**config.mk**
```make
export PLATFORM = sky130hd
export DESIGN_NAME = cache_refill_ctrl_flat
export DESIGN_NICKNAME = d
export VERILOG_FILES = /design/src/rtl/cache_refill_ctrl_if.sv /design/src/rtl/cache_refill_ctrl.sv /design/src/flat_wrapper.sv
export SDC_FILE = /design/constraint.sdc
export NUM_CORES = 1
export LEC_CHECK = 0
export CORE_AREA = 2 2 359 361
export DETAILED_ROUTE_END_ITERATION = 12
export DIE_AREA = 0 0 361 363
export PLACE_DENSITY = 0.5
export SYNTH_ARGS = -nofsm -noshare
export SYNTH_HDL_FRONTEND = slang
export SYNTH_SLANG_ARGS = --single-unit
```
**constraint.sdc**
```tcl
create_clock -name clk -period 3.2 [get_ports clk]
set_input_delay 0.96 -clock clk [delete_from_list [all_inputs] [get_ports clk]]
set_output_delay 0.96 -clock clk [all_outputs]
set_load 0.01 [all_outputs]
```
**src/rtl/cache_refill_ctrl_if.sv**
```systemverilog
// Miss/refill and memory-side bus bundle for cache_refill_ctrl.
// master: the refill controller. slave: the cache bank plus memory adapter.
interface cache_refill_ctrl_if #(
  parameter int unsigned ADDR_WIDTH = 64,
  parameter int unsigned DATA_WIDTH = 64,
  parameter int unsigned BANK_NUM   = 4
);
  // Cache bank miss side
  logic                           miss_cache;
  logic [ADDR_WIDTH-1:0]          addr_cache;
  logic                           set_cache;
  logic                           need_wb;
  logic [ADDR_WIDTH-1:0]          addr_wb;
  logic [BANK_NUM*DATA_WIDTH-1:0] data_wb;
  logic                           busy_wb;
  logic                           busy_rd;
  // Cache bank refill write port
  logic [ADDR_WIDTH-1:0]          addr_rd;
  logic [2*DATA_WIDTH-1:0]        data_rd;
  logic                           wen_rd;
  logic                           set_rd;
  logic                           finish_rd;
  // Memory side
  logic                           mem_req;
  logic                           mem_wen;
  logic [ADDR_WIDTH-1:0]          mem_addr;
  logic [2*DATA_WIDTH-1:0]        mem_wdata;
  logic                           mem_ready;
  logic                           mem_rvalid;
  logic [2*DATA_WIDTH-1:0]        mem_rdata;
  logic                           refill_err;

  modport master (
    input  miss_cache, addr_cache, set_cache, need_wb, addr_wb, data_wb,
    input  mem_ready, mem_rvalid, mem_rdata,
    output busy_wb, busy_rd, addr_rd, data_rd, wen_rd, set_rd, finish_rd,
    output mem_req, mem_wen, mem_addr, mem_wdata, refill_err
  );

  modport slave (
    output miss_cache, addr_cache, set_cache, need_wb, addr_wb, data_wb,
    output mem_ready, mem_rvalid, mem_rdata,
    input  busy_wb, busy_rd, addr_rd, data_rd, wen_rd, set_rd, finish_rd,
    input  mem_req, mem_wen, mem_addr, mem_wdata, refill_err
  );
endinterface

```
**src/rtl/cache_refill_ctrl.sv**
```systemverilog
// Miss-service engine: writes back a dirty victim line, then fetches the new
// line two words per beat and streams it into the cache bank, ending with a
// one-cycle finish strobe. One miss and one memory transaction at a time.
// Optional feature: define CACHE_REFILL_TIMEOUT_EN to add a read-response
// watchdog that aborts the refill and pulses refill_err.
module cache_refill_ctrl #(
  parameter int unsigned ADDR_WIDTH     = 64,
  parameter int unsigned DATA_WIDTH     = 64,
  parameter int unsigned BANK_NUM       = 4,
  parameter int unsigned TIMEOUT_CYCLES = 256
) (
  input logic                 clk,
  input logic                 rstn,
  cache_refill_ctrl_if.master bus
);

  localparam int unsigned Beats     = BANK_NUM / 2;
  localparam int unsigned BeatW     = (Beats > 1) ? $clog2(Beats) : 1;
  localparam int unsigned BeatDataW = 2 * DATA_WIDTH;
  localparam int unsigned LineW     = BANK_NUM * DATA_WIDTH;
  localparam logic [ADDR_WIDTH-1:0] BeatBytes = ADDR_WIDTH'(2 * (DATA_WIDTH / 8));
  localparam logic [BeatW-1:0]      LastBeat  = BeatW'(Beats - 1);

  // Parameter sanity checks at elaboration
  if ((BANK_NUM < 2) || ((BANK_NUM % 2) != 0)) begin : g_bad_bank_num
    $error("BANK_NUM must be even and at least 2");
  end
  if (TIMEOUT_CYCLES < 1) begin : g_bad_timeout
    $error("TIMEOUT_CYCLES must be at least 1");
  end

  typedef enum logic [2:0] {
    StIdle,
    StWbReq,
    StRdReq,
    StRdWait,
    StFinish
  } state_e;

  state_e                state_q, state_d;
  logic [BeatW-1:0]      beat_q, beat_d;
  logic [ADDR_WIDTH-1:0] rd_addr_q, rd_addr_d;
  logic [ADDR_WIDTH-1:0] wb_addr_q, wb_addr_d;
  logic                  set_q, set_d;
  logic [LineW-1:0]      data_wb_q, data_wb_d;
  logic                  busy_wb_q, busy_rd_q;

  logic [ADDR_WIDTH-1:0] beat_off;
  logic [ADDR_WIDTH-1:0] rd_beat_addr;
  logic [ADDR_WIDTH-1:0] wb_beat_addr;
  logic                  to_expired;

  // Beat address offsets wrap modulo 2^ADDR_WIDTH
  assign beat_off     = ADDR_WIDTH'(beat_q) * BeatBytes;
  assign rd_beat_addr = rd_addr_q + beat_off;
  assign wb_beat_addr = wb_addr_q + beat_off;

`ifdef CACHE_REFILL_TIMEOUT_EN
  localparam int unsigned ToW = $clog2(TIMEOUT_CYCLES + 1);

  logic [ToW-1:0] to_cnt_q, to_cnt_d;

  // Counts RD_WAIT cycles without read data; cleared outside RD_WAIT and on data
  always_comb begin
    to_cnt_d = '0;
    if ((state_q == StRdWait) && !bus.mem_rvalid) begin
      to_cnt_d = to_cnt_q + ToW'(1);
    end
  end

  assign to_expired = (state_q == StRdWait) && !bus.mem_rvalid &&
                      (to_cnt_q == ToW'(TIMEOUT_CYCLES - 1));

  // Watchdog counter register
  always_ff @(posedge clk) begin
    if (!rstn) begin
      to_cnt_q <= '0;
    end else begin
      to_cnt_q <= to_cnt_d;
    end
  end
`else
  assign to_expired = 1'b0;
`endif

  // Next-state, datapath capture and all combinational outputs
  always_comb begin
    state_d        = state_q;
    beat_d         = beat_q;
    rd_addr_d      = rd_addr_q;
    wb_addr_d      = wb_addr_q;
    set_d          = set_q;
    data_wb_d      = data_wb_q;
    bus.mem_req    = 1'b0;
    bus.mem_wen    = 1'b0;
    bus.mem_addr   = '0;
    bus.mem_wdata  = '0;
    bus.wen_rd     = 1'b0;
    bus.addr_rd    = '0;
    bus.data_rd    = '0;
    bus.set_rd     = 1'b0;
    bus.finish_rd  = 1'b0;
    bus.refill_err = 1'b0;

    unique case (state_q)
      StIdle: begin
        if (bus.miss_cache) begin
          rd_addr_d = bus.addr_cache;
          wb_addr_d = bus.addr_wb;
          set_d     = bus.set_cache;
          data_wb_d = bus.data_wb;
          beat_d    = '0;
          state_d   = bus.need_wb ? StWbReq : StRdReq;
        end
      end

      StWbReq: begin
        bus.mem_req   = 1'b1;
        bus.mem_wen   = 1'b1;
        bus.mem_addr  = wb_beat_addr;
        bus.mem_wdata = data_wb_q[int'(beat_q)*BeatDataW +: BeatDataW];
        if (bus.mem_ready) begin
          if (beat_q == LastBeat) begin
            beat_d  = '0;
            state_d = StRdReq;
          end else begin
            beat_d = beat_q + BeatW'(1);
          end
        end
      end

      StRdReq: begin
        bus.mem_req  = 1'b1;
        bus.mem_addr = rd_beat_addr;
        if (bus.mem_ready) begin
          state_d = StRdWait;
        end
      end

      StRdWait: begin
        if (bus.mem_rvalid) begin
          bus.wen_rd  = 1'b1;
          bus.addr_rd = rd_beat_addr;
          bus.data_rd = bus.mem_rdata;
          bus.set_rd  = set_q;
          if (beat_q == LastBeat) begin
            beat_d  = '0;
            state_d = StFinish;
          end else begin
            beat_d  = beat_q + BeatW'(1);
            state_d = StRdReq;
          end
        end else if (to_expired) begin
          // Abort: the line stays invalid because finish_rd is never raised
          bus.refill_err = 1'b1;
          beat_d         = '0;
          state_d        = StIdle;
        end
      end

      StFinish: begin
        bus.finish_rd = 1'b1;
        bus.addr_rd   = rd_addr_q;
        bus.set_rd    = set_q;
        state_d       = StIdle;
      end

      default: begin
        state_d = StIdle;
      end
    endcase
  end

  // FSM state and beat counter
  always_ff @(posedge clk) begin
    if (!rstn) begin
      state_q <= StIdle;
      beat_q  <= '0;
    end else begin
      state_q <= state_d;
      beat_q  <= beat_d;
    end
  end

  // Captured miss context
  always_ff @(posedge clk) begin
    if (!rstn) begin
      rd_addr_q <= '0;
      wb_addr_q <= '0;
      set_q     <= 1'b0;
      data_wb_q <= '0;
    end else begin
      rd_addr_q <= rd_addr_d;
      wb_addr_q <= wb_addr_d;
      set_q     <= set_d;
      data_wb_q <= data_wb_d;
    end
  end

  // Registered busy flags, derived from the upcoming state so they block the
  // cache from re-asserting miss_cache right after acceptance
  always_ff @(posedge clk) begin
    if (!rstn) begin
      busy_wb_q <= 1'b0;
      busy_rd_q <= 1'b0;
    end else begin
      busy_wb_q <= (state_d == StWbReq);
      busy_rd_q <= (state_d != StIdle);
    end
  end

  assign bus.busy_wb = busy_wb_q;
  assign bus.busy_rd = busy_rd_q;

endmodule

```
**src/flat_wrapper.sv**
```systemverilog
// flat-port wrapper written by rule: the top's interface ports become plain ports
module cache_refill_ctrl_flat 
#(
  parameter int unsigned ADDR_WIDTH     = 64,
  parameter int unsigned DATA_WIDTH     = 64,
  parameter int unsigned BANK_NUM       = 4,
  parameter int unsigned TIMEOUT_CYCLES = 256
)
  (clk, rstn, bus_miss_cache, bus_addr_cache, bus_set_cache, bus_need_wb, bus_addr_wb, bus_data_wb, bus_mem_ready, bus_mem_rvalid, bus_mem_rdata, bus_busy_wb, bus_busy_rd, bus_addr_rd, bus_data_rd, bus_wen_rd, bus_set_rd, bus_finish_rd, bus_mem_req, bus_mem_wen, bus_mem_addr, bus_mem_wdata, bus_refill_err);
  cache_refill_ctrl_if #(.ADDR_WIDTH(ADDR_WIDTH), .DATA_WIDTH(DATA_WIDTH), .BANK_NUM(BANK_NUM)) bus_i ();
  input logic clk;
  input logic rstn;
  input wire logic [$bits(bus_i.miss_cache)-1:0] bus_miss_cache;
  input wire logic [$bits(bus_i.addr_cache)-1:0] bus_addr_cache;
  input wire logic [$bits(bus_i.set_cache)-1:0] bus_set_cache;
  input wire logic [$bits(bus_i.need_wb)-1:0] bus_need_wb;
  input wire logic [$bits(bus_i.addr_wb)-1:0] bus_addr_wb;
  input wire logic [$bits(bus_i.data_wb)-1:0] bus_data_wb;
  input wire logic [$bits(bus_i.mem_ready)-1:0] bus_mem_ready;
  input wire logic [$bits(bus_i.mem_rvalid)-1:0] bus_mem_rvalid;
  input wire logic [$bits(bus_i.mem_rdata)-1:0] bus_mem_rdata;
  output wire logic [$bits(bus_i.busy_wb)-1:0] bus_busy_wb;
  output wire logic [$bits(bus_i.busy_rd)-1:0] bus_busy_rd;
  output wire logic [$bits(bus_i.addr_rd)-1:0] bus_addr_rd;
  output wire logic [$bits(bus_i.data_rd)-1:0] bus_data_rd;
  output wire logic [$bits(bus_i.wen_rd)-1:0] bus_wen_rd;
  output wire logic [$bits(bus_i.set_rd)-1:0] bus_set_rd;
  output wire logic [$bits(bus_i.finish_rd)-1:0] bus_finish_rd;
  output wire logic [$bits(bus_i.mem_req)-1:0] bus_mem_req;
  output wire logic [$bits(bus_i.mem_wen)-1:0] bus_mem_wen;
  output wire logic [$bits(bus_i.mem_addr)-1:0] bus_mem_addr;
  output wire logic [$bits(bus_i.mem_wdata)-1:0] bus_mem_wdata;
  output wire logic [$bits(bus_i.refill_err)-1:0] bus_refill_err;
  assign bus_i.miss_cache = bus_miss_cache;
  assign bus_i.addr_cache = bus_addr_cache;
  assign bus_i.set_cache = bus_set_cache;
  assign bus_i.need_wb = bus_need_wb;
  assign bus_i.addr_wb = bus_addr_wb;
  assign bus_i.data_wb = bus_data_wb;
  assign bus_i.mem_ready = bus_mem_ready;
  assign bus_i.mem_rvalid = bus_mem_rvalid;
  assign bus_i.mem_rdata = bus_mem_rdata;
  assign bus_busy_wb = bus_i.busy_wb;
  assign bus_busy_rd = bus_i.busy_rd;
  assign bus_addr_rd = bus_i.addr_rd;
  assign bus_data_rd = bus_i.data_rd;
  assign bus_wen_rd = bus_i.wen_rd;
  assign bus_set_rd = bus_i.set_rd;
  assign bus_finish_rd = bus_i.finish_rd;
  assign bus_mem_req = bus_i.mem_req;
  assign bus_mem_wen = bus_i.mem_wen;
  assign bus_mem_addr = bus_i.mem_addr;
  assign bus_mem_wdata = bus_i.mem_wdata;
  assign bus_refill_err = bus_i.refill_err;
  cache_refill_ctrl #(.ADDR_WIDTH(ADDR_WIDTH), .DATA_WIDTH(DATA_WIDTH), .BANK_NUM(BANK_NUM), .TIMEOUT_CYCLES(TIMEOUT_CYCLES)) u_core (.clk(clk), .rstn(rstn), .bus(bus_i));
endmodule
```
# Word-level counts from Yosys, hierarchy flattened
# Index checks and enable logic that the tools add are counted.
op_classes:
  reduce_logical: 6
  n_mux: 26
  shift: 1
  n_addsub: 3
  eq_ne: 8
op_table:
  columns: ["operator", "count"]
  rows:
  - ["$mux W128", 3]
  - ["$pmux W64 S2", 2]
  - ["$shiftx A256 B9 Y128", 1]
  - ["$add A64 B5 Y64", 2]
  - ["$mux W64", 1]
  - ["$mux W3", 6]
  - ["$pmux W3 S4", 1]
  - ["$mux W1", 10]
  - ["$eq A3 B1 Y1 const B", 2]
  - ["$eq A3 B2 Y1 const B", 2]
  - ["$ne A2 B2 Y1 const B", 3]
  - ["$reduce_bool A3 Y1", 2]
  - ["$reduce_and A4 Y1", 1]
  - ["$eq A3 B3 Y1 const B", 1]
  - ["$logic_not A3 Y1", 1]
  - ["$pmux W1 S3", 1]
  - ["$mux W2", 1]
  - ["$pmux W1 S2", 1]
  - ["$reduce_and A2 Y1", 1]
  - ["$reduce_or A2 Y1", 1]
  - ["$add A1 B1 Y1 const B", 1]
totals:
  output_inout_bits: 392
  input_bits: 519
  reg_bits: 391
  word_cells: 52

# Logic depth before layout (Yosys ltp)
depth:
  depth_word: 4
  ltp_mapped: 9
  ltp_nobuf: 8

# Worst setup path after synthesis
# OpenSTA, ideal clock, no wires.
synth_timing:
  path_type: "register -> output"
  startpoint: "reg u_core.rd_addr_q[4]"
  endpoint: "out bus_addr_rd[42]"
  path_slack_ps: -60
  stages_incl_launch_ff: 9
  path_buffers: 0
  required_time_ps: 2240
  t_arrival_ps: 2300
  cell_sequence: "dfxtp_1 -> ha_1 -> ha_1 -> nand3_1 -> nor4_4 -> nand3_2 -> or4_4 -> or3_1 -> o21ai_1"
synth_via:
  elab_chain_cells: 3
synth_lines:
  columns: ["element", "line", "text"]
  rows:
  - ["from (decl)", "cache_refill_ctrl.sv:42", "logic [ADDR_WIDTH-1:0] rd_addr_q, rd_addr_d;"]
  - ["from (signal assigned)", "cache_refill_ctrl.sv:193", "rd_addr_q <= rd_addr_d;"]
  - ["$add A64 B5 Y64", "cache_refill_ctrl.sv:55", "assign rd_beat_addr = rd_addr_q + beat_off;"]
  - ["$mux W64", "cache_refill_ctrl.sv:141", "if (bus.mem_rvalid) begin"]
  - ["$pmux W64 S2", "cache_refill_ctrl.sv:105", "unique case (state_q)"]
  - ["to (decl)", "flat_wrapper.sv:24", "output wire logic [$bits(bus_i.addr_rd)-1:0] bus_addr_rd;"]
# No other way between the ends.

# Final worst setup path
layout_timing:
  startpoint: "reg u_core.rd_addr_q[20]"
  endpoint: "out bus_addr_rd[55]"
# Same word-level chain as after synthesis.

==> results.sh <==
export IMPL_critPathArrivalTime_ns=3.10
export IMPL_initial_core_util=0.170
export IMPL_cp_max_fo=3
export IMPL_max_stage_delay_ns=0.37
export IMPL_cp_end_kind="output port"
export IMPL_synth_top_cell_area_share=0.363
export IMPL_crit_path_start_kind="register"
export IMPL_grt_pass1_wl_mm=197
export IMPL_synth_top_cell_by_area="dfxtp_1"
export IMPL_syn_inst=2876
export IMPL_timing_final_max_slew_violations=0
export IMPL_postLayoutCoreUtil=0.333
export IMPL_setup_slack_ns=-0.855
export IMPL_holdBufCountCts=0
export IMPL_cp_cell_sequence="nand4_1 > buf_6 > nor4_4 > buf_4 > nand4_1 > buf_4 > or3_4 > or3_4 > o21ai_2 > buf_2"
export IMPL_gr_total_overflow=0
export IMPL_synth_fp_nets=3399
export IMPL_max_cap_viol_count=0
export IMPL_yosysWarningCount=0
export IMPL_relSlewSlack=0.523
export IMPL_peakVddDrop_mv=0.344
export IMPL_clk_pin_slew_ns=0.06
export IMPL_fin_hold_ws_ns=0.458
export IMPL_io_buffer_count=909
export IMPL_hpwl_mm=108
export IMPL_crit_required_ns=2.24
export IMPL_grt_pass1_vias=25500
export IMPL_cp_top_family="simple AND/OR/NAND/NOR gates"
export IMPL_setup_violations=328
export IMPL_clk_latency_ns=0.63
export IMPL_placed_cell_area_sq_um=35700
export IMPL_synthDistinctLibCells=57
export IMPL_finalNetCount=4763
export IMPL_vias=25900
export IMPL_finClkSkew_ns=0.0299
export IMPL_grt_max_degree=88
export IMPL_mostFrequentLayoutCells="nand2_1 (839), clkdlybuf4s50_1 (518), buf_4 (391), a21boi_0 (385), dfxtp_1 (355)"
export IMPL_synth_top_cells_by_area="dfxtp_1 (36%), nand2_1 (15%), a21boi_0 (13%)"
export IMPL_io_pins=911
export IMPL_fmax_mhz=247
export IMPL_die_area_sq_um=131000
export IMPL_track_usage=0.210
export IMPL_antenna_found_initial=54
export IMPL_gp_congestion=0.923
export IMPL_die_h_microns=363
export IMPL_fillers=13400
export IMPL_detail_route_wl_per_cell_microns=24.2
export IMPL_ys_ff_latch=391
export IMPL_avgSynthCellArea_sq_um=7.49
export IMPL_critPathKind="reg2out"
export IMPL_syn_to_final_growth_pct=96.2
export IMPL_highest_layer="met5"
export IMPL_leakage_nw=16.8
export IMPL_fin_area_sq_um=42300
export IMPL_die_width_microns=361
export IMPL_synth_edf_count=0
export IMPL_r2r_slack_ns=1.08
export IMPL_wl_met2_mm=72.8
export IMPL_timing_final_crit_period_ns=4.06
export IMPL_h_tree_depth=2
export IMPL_async_reset_ff_frac=0
export IMPL_cts_buffer_depth=3
export IMPL_core_area_sq_um=127000
export IMPL_rsz0062_at_grt="true"
export IMPL_violations="negative setup slack"
export IMPL_ys_flop_type="dfxtp_1"
export IMPL_status="finished, violations left"
export IMPL_cts_tree="yes"
export IMPL_first_pass_iters=5
export IMPL_cts_buffers=52
export IMPL_critPathBufInv=4
export IMPL_drcViolationCount=0
export IMPL_fin_setup_tns_ns=-83.08
export IMPL_slowest_stage="or3_4"
export IMPL_period_share=1.27
export IMPL_ys_seq_area_frac=0.363
export IMPL_drt_iter0_drc=1455
export IMPL_syn_area_sq_um=21500
export IMPL_layout_drive_gt1_share=0.334
export IMPL_wl_mm=144
export IMPL_cts_root_buf="clkbuf_16"
export IMPL_ant_nets=0
export IMPL_wl_met1_mm=52.5
export IMPL_viasPerCell=4.34
export IMPL_wl_met3_mm=11.1
export IMPL_rows=131
export IMPL_power_density_nw_per_um2=361
export IMPL_hp_class="reg2reg"
export IMPL_tightestPinTransition_ns=0.716
export IMPL_clock_sinks=391
export IMPL_finalHoldViolations=0
export IMPL_final_common_cell="nand2_1"
[synthesized netlist by cell type, drive strengths merged, types with 6 or more instances]
cell      n
a21boi  385
a21oi    26
a22o     13
a31oi    10
and2    132
and3     14
and4      6
buf      30
clkbuf  207
dfxtp   391
inv      26
mux2i   131
nand2   855
nand3    58
nand4    43
nor2    189
nor2b     8
nor3     24
nor4     37
o21ai    51
o22ai    62
o31ai    13
or3      11
xnor2    84
xor2     31
[final timing paths]
kind	from	endpoint	depth (start not counted)
max reg2reg	u_core.beat_q$_SDFFE_PN0P_	u_core.bus.busy_rd$_SDFF_PN0_	11
min	u_core.data_wb_q[62]$_SDFFE_PN0P_	u_core.data_wb_q[62]$_SDFFE_PN0P_	2
min reg2reg	u_core.data_wb_q[62]$_SDFFE_PN0P_	u_core.data_wb_q[62]$_SDFFE_PN0P_	2
max	u_core.rd_addr_q[20]$_SDFFE_PN0P_	bus_addr_rd[55]	10
[registers in the layout (all words and copies together), names as in the netlist]
register and cells:
u_core.bus.busy_wb 1, u_core.wb_addr_q 64, u_core.data_wb_q 256, u_core.state_q 3
u_core.bus.busy_rd 1, u_core.beat_q 1, u_core.set_q 1, u_core.rd_addr_q 64
[power by group]
part           total [mW]  switching, mW  leakage (nW)  internal (mW)
clock network        6.03           2.52         0.821           3.51
logic                3.76           1.91          12.8           1.85
registers            5.48          0.228          3.22           5.25
total                15.3           4.65          16.8           10.6
[per-stage QoR]
stage / instances / total power, mW / setup slack (ns)
2_1_floorplan: 2876 / 6.85 / -0.0262
3_3_place_gp: 5642 / 8.83 / -1.11
3_5_place_dp: 5642 / 8.84 / -1.12
4_1_cts: 5884 / 15.4 / -0.934
5_1_grt: 5958 / 15.9 / -1.01
6_report: 5963 / 15.3 / -0.855
[metal layers]
metal  global-route usage  vias up
met3               0.0618      265
li1                     -    12400
met1                0.221    12200
met5                    0        -
met2                0.377      953
met4                0.109       42
[worst register-to-register path, stage by stage, from the launching register on]
cell and delay, ns:
dfxtp_4 0.37, buf_8 0.10, buf_6 0.08, buf_6 0.10
buf_4 0.11, buf_6 0.16, buf_16 0.19, nand3_1 0.08
a32oi_1 0.15, o22ai_1 0.13, and2_1 0.18, or3_1 0.36
[timing repair]
action | in CTS | in global routing
pin swaps | 151 | 170
cloned | 29 | 0
setup buffers | 134 | 95
gates resized for setup | 1852 | 425
endpoints found under the setup margin | 389 | 364
[area by class of cell]
class	instances	area, sq um	area share
tap	1662	2080	0.0492
clock inverter	21	240	0.00568
antenna	20	50.0	0.00118
timing repair buffer	1547	15100	0.358
multi-input combinational	2221	15300	0.362
sequential	391	7880	0.186
inverter	27	126	0.00299
clock buffer	74	1470	0.0347
[cells by family after synthesis]
family          count (synthesis)  share of synthesized area
compound gates                572                      0.187
xor+xnor                      115                     0.0468
fa+ha+maj                       4                    0.00232
buf+inv                       264                     0.0479
flops                         391                      0.363
mux                           133                     0.0619
other cells                     1                   0.000174
simple gates                 1396                      0.290
No activity file was read; power rests on OpenSTA's default activity.
==> variant 1: new RTL, same settings <==
`ADDR_WIDTH` is set to 64 in 3 places; all go to 32.
--- a/src/rtl/cache_refill_ctrl_if.sv
+++ b/src/rtl/cache_refill_ctrl_if.sv
@@ -3,3 +3,3 @@
 interface cache_refill_ctrl_if #(
-  parameter int unsigned ADDR_WIDTH = 64,
+  parameter int unsigned ADDR_WIDTH = 32,
   parameter int unsigned DATA_WIDTH = 64,
--- a/src/rtl/cache_refill_ctrl.sv
+++ b/src/rtl/cache_refill_ctrl.sv
@@ -6,3 +6,3 @@
 module cache_refill_ctrl #(
-  parameter int unsigned ADDR_WIDTH     = 64,
+  parameter int unsigned ADDR_WIDTH     = 32,
   parameter int unsigned DATA_WIDTH     = 64,
--- a/src/flat_wrapper.sv
+++ b/src/flat_wrapper.sv
@@ -3,3 +3,3 @@
 #(
-  parameter int unsigned ADDR_WIDTH     = 64,
+  parameter int unsigned ADDR_WIDTH     = 32,
   parameter int unsigned DATA_WIDTH     = 64,
Ports: changed (resized bus_addr_cache, bus_addr_rd, bus_addr_wb and bus_mem_addr); port bits go from 911 to 783. No check against the original RTL was run, so the function may have changed too.
==> variant 1 against the unedited design <==
The flow still finishes with violations (negative setup slack). Highest routed layer unchanged. Largest power group unchanged. Total power shrank 16%. Worst hold slack worse by 0.0087 ns. Area after synthesis decreased by 23%. Via count shrank 28%. Design area down 25%. Wire length fell by 36%. Register-to-register slack worse by 0.03 ns. Sequential cell count fell by 64. Critical path depth decreased by 1. Worst setup slack improved by 0.45 ns.
==> variant 1: results (changes against the unedited design) <==
Area contributors post-synth=dfxtp_1, nand2_1, a21boi_1; Sw Share=0.287 (-0.0173); CP Data Arrival Time=2.65 ns (-0.45 ns); commonest cells in the netlist=nand2_1, dfxtp_1, a21boi_1; dpl cells=4594 (-19%); initial antenna violation count=12 (-78%); final cell count without fillers=4834 (-19%); Via density=3.83 (-12%); Num CTS Buffers=45 (-13%); First DRT Iteration DRCs=963 (-34%); GP Congestion=0.874 (-5.3%); nets@finish=3597 (-24%); clk_lat worst skew=0.60 ns (-0.03 ns); failing checks=negative setup slack; Post-Synthesis Net Count=2611 (-23%); Worst Path Max Fanout=6 (+3); Port-buffer cells=781 (-14%); CTS resizes=977 (-47%); vias in the first global route=18500 (-27%); first-pass GRT wire length=127000 um (-36%); sequential area share after synthesis=0.392 (+0.0288); Post-synth top flop=dfxtp_1; Tightest Pin Transition=0.608 ns (-0.108 ns); HPWL after DPL=65800 um (-39%); setup bufs post-CTS=50 (-63%); CP max stage cell=dfxtp_4; Final WS setup=-0.408 ns (+0.447 ns); Routed WL=92600 um (-36%); Leak Pwr=12.5 nW (-25%); R2R setup slack=1.05 ns (-0.03 ns); outcome=finished with violations; largest net degree at the start of global routing=140 (+59%); layout cells sized above 1=0.285 (-0.0497); hold slack=0.449 ns (-0.00874 ns); Clock Skew=0.0258 ns (-0.00410 ns); final setup fails=202 (-38%); setup TNS=-18.28 ns (+64.80 ns)
==> variant 1: cell types whose count changed after synthesis, moves of 25 or more <==
cell / unedited run / this run
a21boi_0: 385 / 0
a21boi_1: 0 / 322
buf_2: 17 / 67
clkbuf_1: 204 / 100
dfxtp_1: 391 / 327
nand2_1: 855 / 679
nand3_1: 54 / 21
nand4_1: 40 / 15
nor2_1: 189 / 140
o21ai_0: 50 / 9
o22ai_1: 62 / 27
xnor2_1: 84 / 21
==> variant 1: per-layer routing <==
layer | vias to the layer above | track usage | part of all wire | wire [um]
met5 | - | 0 | 0.00070 | 65
met4 | 10 | 0.0386 | 0.027 | 2550
met2 | 668 | 0.225 | 0.47 | 43900
met1 | 8666 | 0.152 | 0.41 | 38100
li1 | 9065 | - | - | -
met3 | 129 | 0.0444 | 0.086 | 7960
==> variant 1: logic make-up after synthesis <==
kind of cell	after synthesis	share of synthesized area
buf+inv	182	0.0462
other cells	1	0.000225
fa+ha+maj	4	0.00300
xor+xnor	52	0.0273
compound gates	414	0.179
mux	129	0.0774
flops	327	0.392
simple gates	1043	0.275
==> variant 1: power by group through the flow <==
| stage | Clock, mW | Sequential, mW | Combinational [mW] |
|---|---|---|---|
| 2_1_floorplan | 0 | 4.63 | 1.18 |
| 3_3_place_gp | 0 | 4.67 | 2.65 |
| 3_5_place_dp | 0 | 4.68 | 2.65 |
| 4_1_cts | 5.47 | 4.62 | 2.82 |
| 5_1_grt | 5.62 | 4.66 | 3.23 |
| 6_report | 5.27 | 4.62 | 2.98 |
==> variant 1: layout make-up <==
class                   count  area (um2)
well taps                1662        2080
repair buffers           1115       11000
multi-input cells        1643       10400
flip-flops and latches    327        6560
clock buffers              61        1250
diodes                      2        5.00
clock inverters            18         284
fillers                 13800       95400
inverters                   6        36.3
==> variant 1: final timing paths <==
check	startpoint	to	cells after the start
min	u_core.data_wb_q[127]$_SDFFE_PN0P_	u_core.data_wb_q[127]$_SDFFE_PN0P_	2
min reg2reg	u_core.data_wb_q[127]$_SDFFE_PN0P_	u_core.data_wb_q[127]$_SDFFE_PN0P_	2
max reg2reg	u_core.beat_q$_SDFFE_PN0P_	u_core.bus.busy_rd$_SDFF_PN0_	8
max	u_core.beat_q$_SDFFE_PN0P_	bus_mem_addr[30]	9
==> variant 1: through the flow <==
| step | setup WS, ns | cell area (um2) | utilization |
|---|---|---|---|
| 5_1_grt | -0.541 | 31600 | 0.249 |
| 2_1_floorplan | 0.215 | 16700 | - |
| 6_report | -0.408 | 31600 | 0.249 |
| 3_3_place_gp | -1.03 | 27500 | 0.216 |
| 3_5_place_dp | -1.04 | 27500 | 0.216 |
| 4_1_cts | -0.536 | 30400 | 0.239 |
==> variant 2: new RTL, config.mk and constraints unchanged <==
Made on the original files. Take the reset off `rd_addr_q`, `wb_addr_q` and `data_wb_q` and load them in a clocked block of their own.
--- a/src/rtl/cache_refill_ctrl.sv
+++ b/src/rtl/cache_refill_ctrl.sv
@@ -187,12 +187,12 @@
     if (!rstn) begin
-      rd_addr_q <= '0;
-      wb_addr_q <= '0;
       set_q     <= 1'b0;
-      data_wb_q <= '0;
-    end else begin
-      rd_addr_q <= rd_addr_d;
-      wb_addr_q <= wb_addr_d;
+    end else begin
       set_q     <= set_d;
-      data_wb_q <= data_wb_d;
-    end
+    end
+  end
+
+  always_ff @(posedge clk) begin
+    rd_addr_q <= rd_addr_d;
+    wb_addr_q <= wb_addr_d;
+    data_wb_q <= data_wb_d;
   end
Check against the original RTL: not settled (the Yosys comparison gave no result); the edit may change what the design does.
==> variant 2 against the unedited design <==
The flow still finishes with violations (negative setup slack). Design area fell by 5.1%. Sequential cell count stayed put. Wire length fell by 10%. Total power rose by 4.4%. Core utilization down 1.7 points. Clock power down 6.8%. Via count down 26%. First-iteration DRC count down 36%. Worst setup slack worse by 0.15 ns. Area after synthesis fell by 12%.
==> variant 2: results (changes against the unedited design) <==
Post-Synth Adder-Cell Area=0.00265 (+0.000326); final setup fails=334 (+1.8%); Multi-input gate area=0.00977 mm2 (-36%); Seq/total area=0.291 (+0.105); dpl cell area=0.0331 mm2 (-7.3%); Final WS setup=-1.01 ns (-0.151 ns); met1 Resource Use GR=0.200 (-0.0215); Post-synth top flop=edfxtp_1; first-pass GRT wire length=170000 um (-14%); setup bufs post-CTS=139 (+3.7%); met2 Use GR=0.343 (-0.0342); Mapped Avg Cell Area=12.2 um2 (+62%); met1 wire length=46300 um (-12%); Clock Skew=0.0264 ns (-0.00350 ns); Compound-Gate Fraction of Synth Area=0.0670 (-0.120); HPWL after DPL=98500 um (-9.0%); total track usage=0.189 (-0.0206); multi-input logic portion of the cell area=0.244 (-0.118); Worst Path Max Fanout=5 (+2); CTS resizes=1854 (+0.11%); largest net degree at the start of global routing=44 (-50%); First DRT Iteration DRCs=933 (-36%); maximum VDD drop=0.000408 V (+19%); Routed WL=130000 um (-10%); failing checks=negative setup slack; hold slack=0.552 ns (+0.0941 ns); outcome=finished with violations; nonclk buf count=1463 (-5.4%); mux share of post-synthesis cell area=0.0700 (+0.00803); Num CTS Buffers=50 (-3.8%); number of synthesized flops with an enable pin=384 (+384); setup TNS=-96.96 ns (-13.88 ns); routed via count=19100 (-26%); layout cells sized above 1=0.466 (+0.132); fill cell count=12800 (-4.8%); xor-xnor portion of the synthesized cell area=0.0538 (+0.00703); nets@finish=3489 (-27%); Area contributors post-synth=edfxtp_1, mux2i_1, and2_1
## variant 2: power by group through the flow
stage                     clock, mW  sequential, mW  combinational, mW
after global routing           5.98            6.42               4.14
after detailed placement          0            6.45               3.17
after floorplan                   0            6.61              0.934
after global placement            0            6.44               3.18
final                          5.62            6.39               3.93
after CTS                      5.80            6.37               3.82
## variant 2: tightest hold or removal path, delay by kind of cell (launching register included)
kind	cells	cell delay, ns
and+or+nand+nor	1	0.06
DFF	1	0.33
muxes	1	0.12
## variant 2: path summary, 6_finish.rpt
kind	from	endpoint	cells past startpoint
worst max-delay path	u_core.rd_addr_q[11]$_DFFE_PP_	bus_mem_addr[46]	7
worst min-delay path	u_core.set_q$_SDFFE_PN0P_	u_core.set_q$_SDFFE_PN0P_	2
worst max register to register	u_core.state_q[2]$_SDFF_PN0_	u_core.bus.busy_rd$_SDFF_PN0_	11
worst min register to register	u_core.set_q$_SDFFE_PN0P_	u_core.set_q$_SDFFE_PN0P_	2
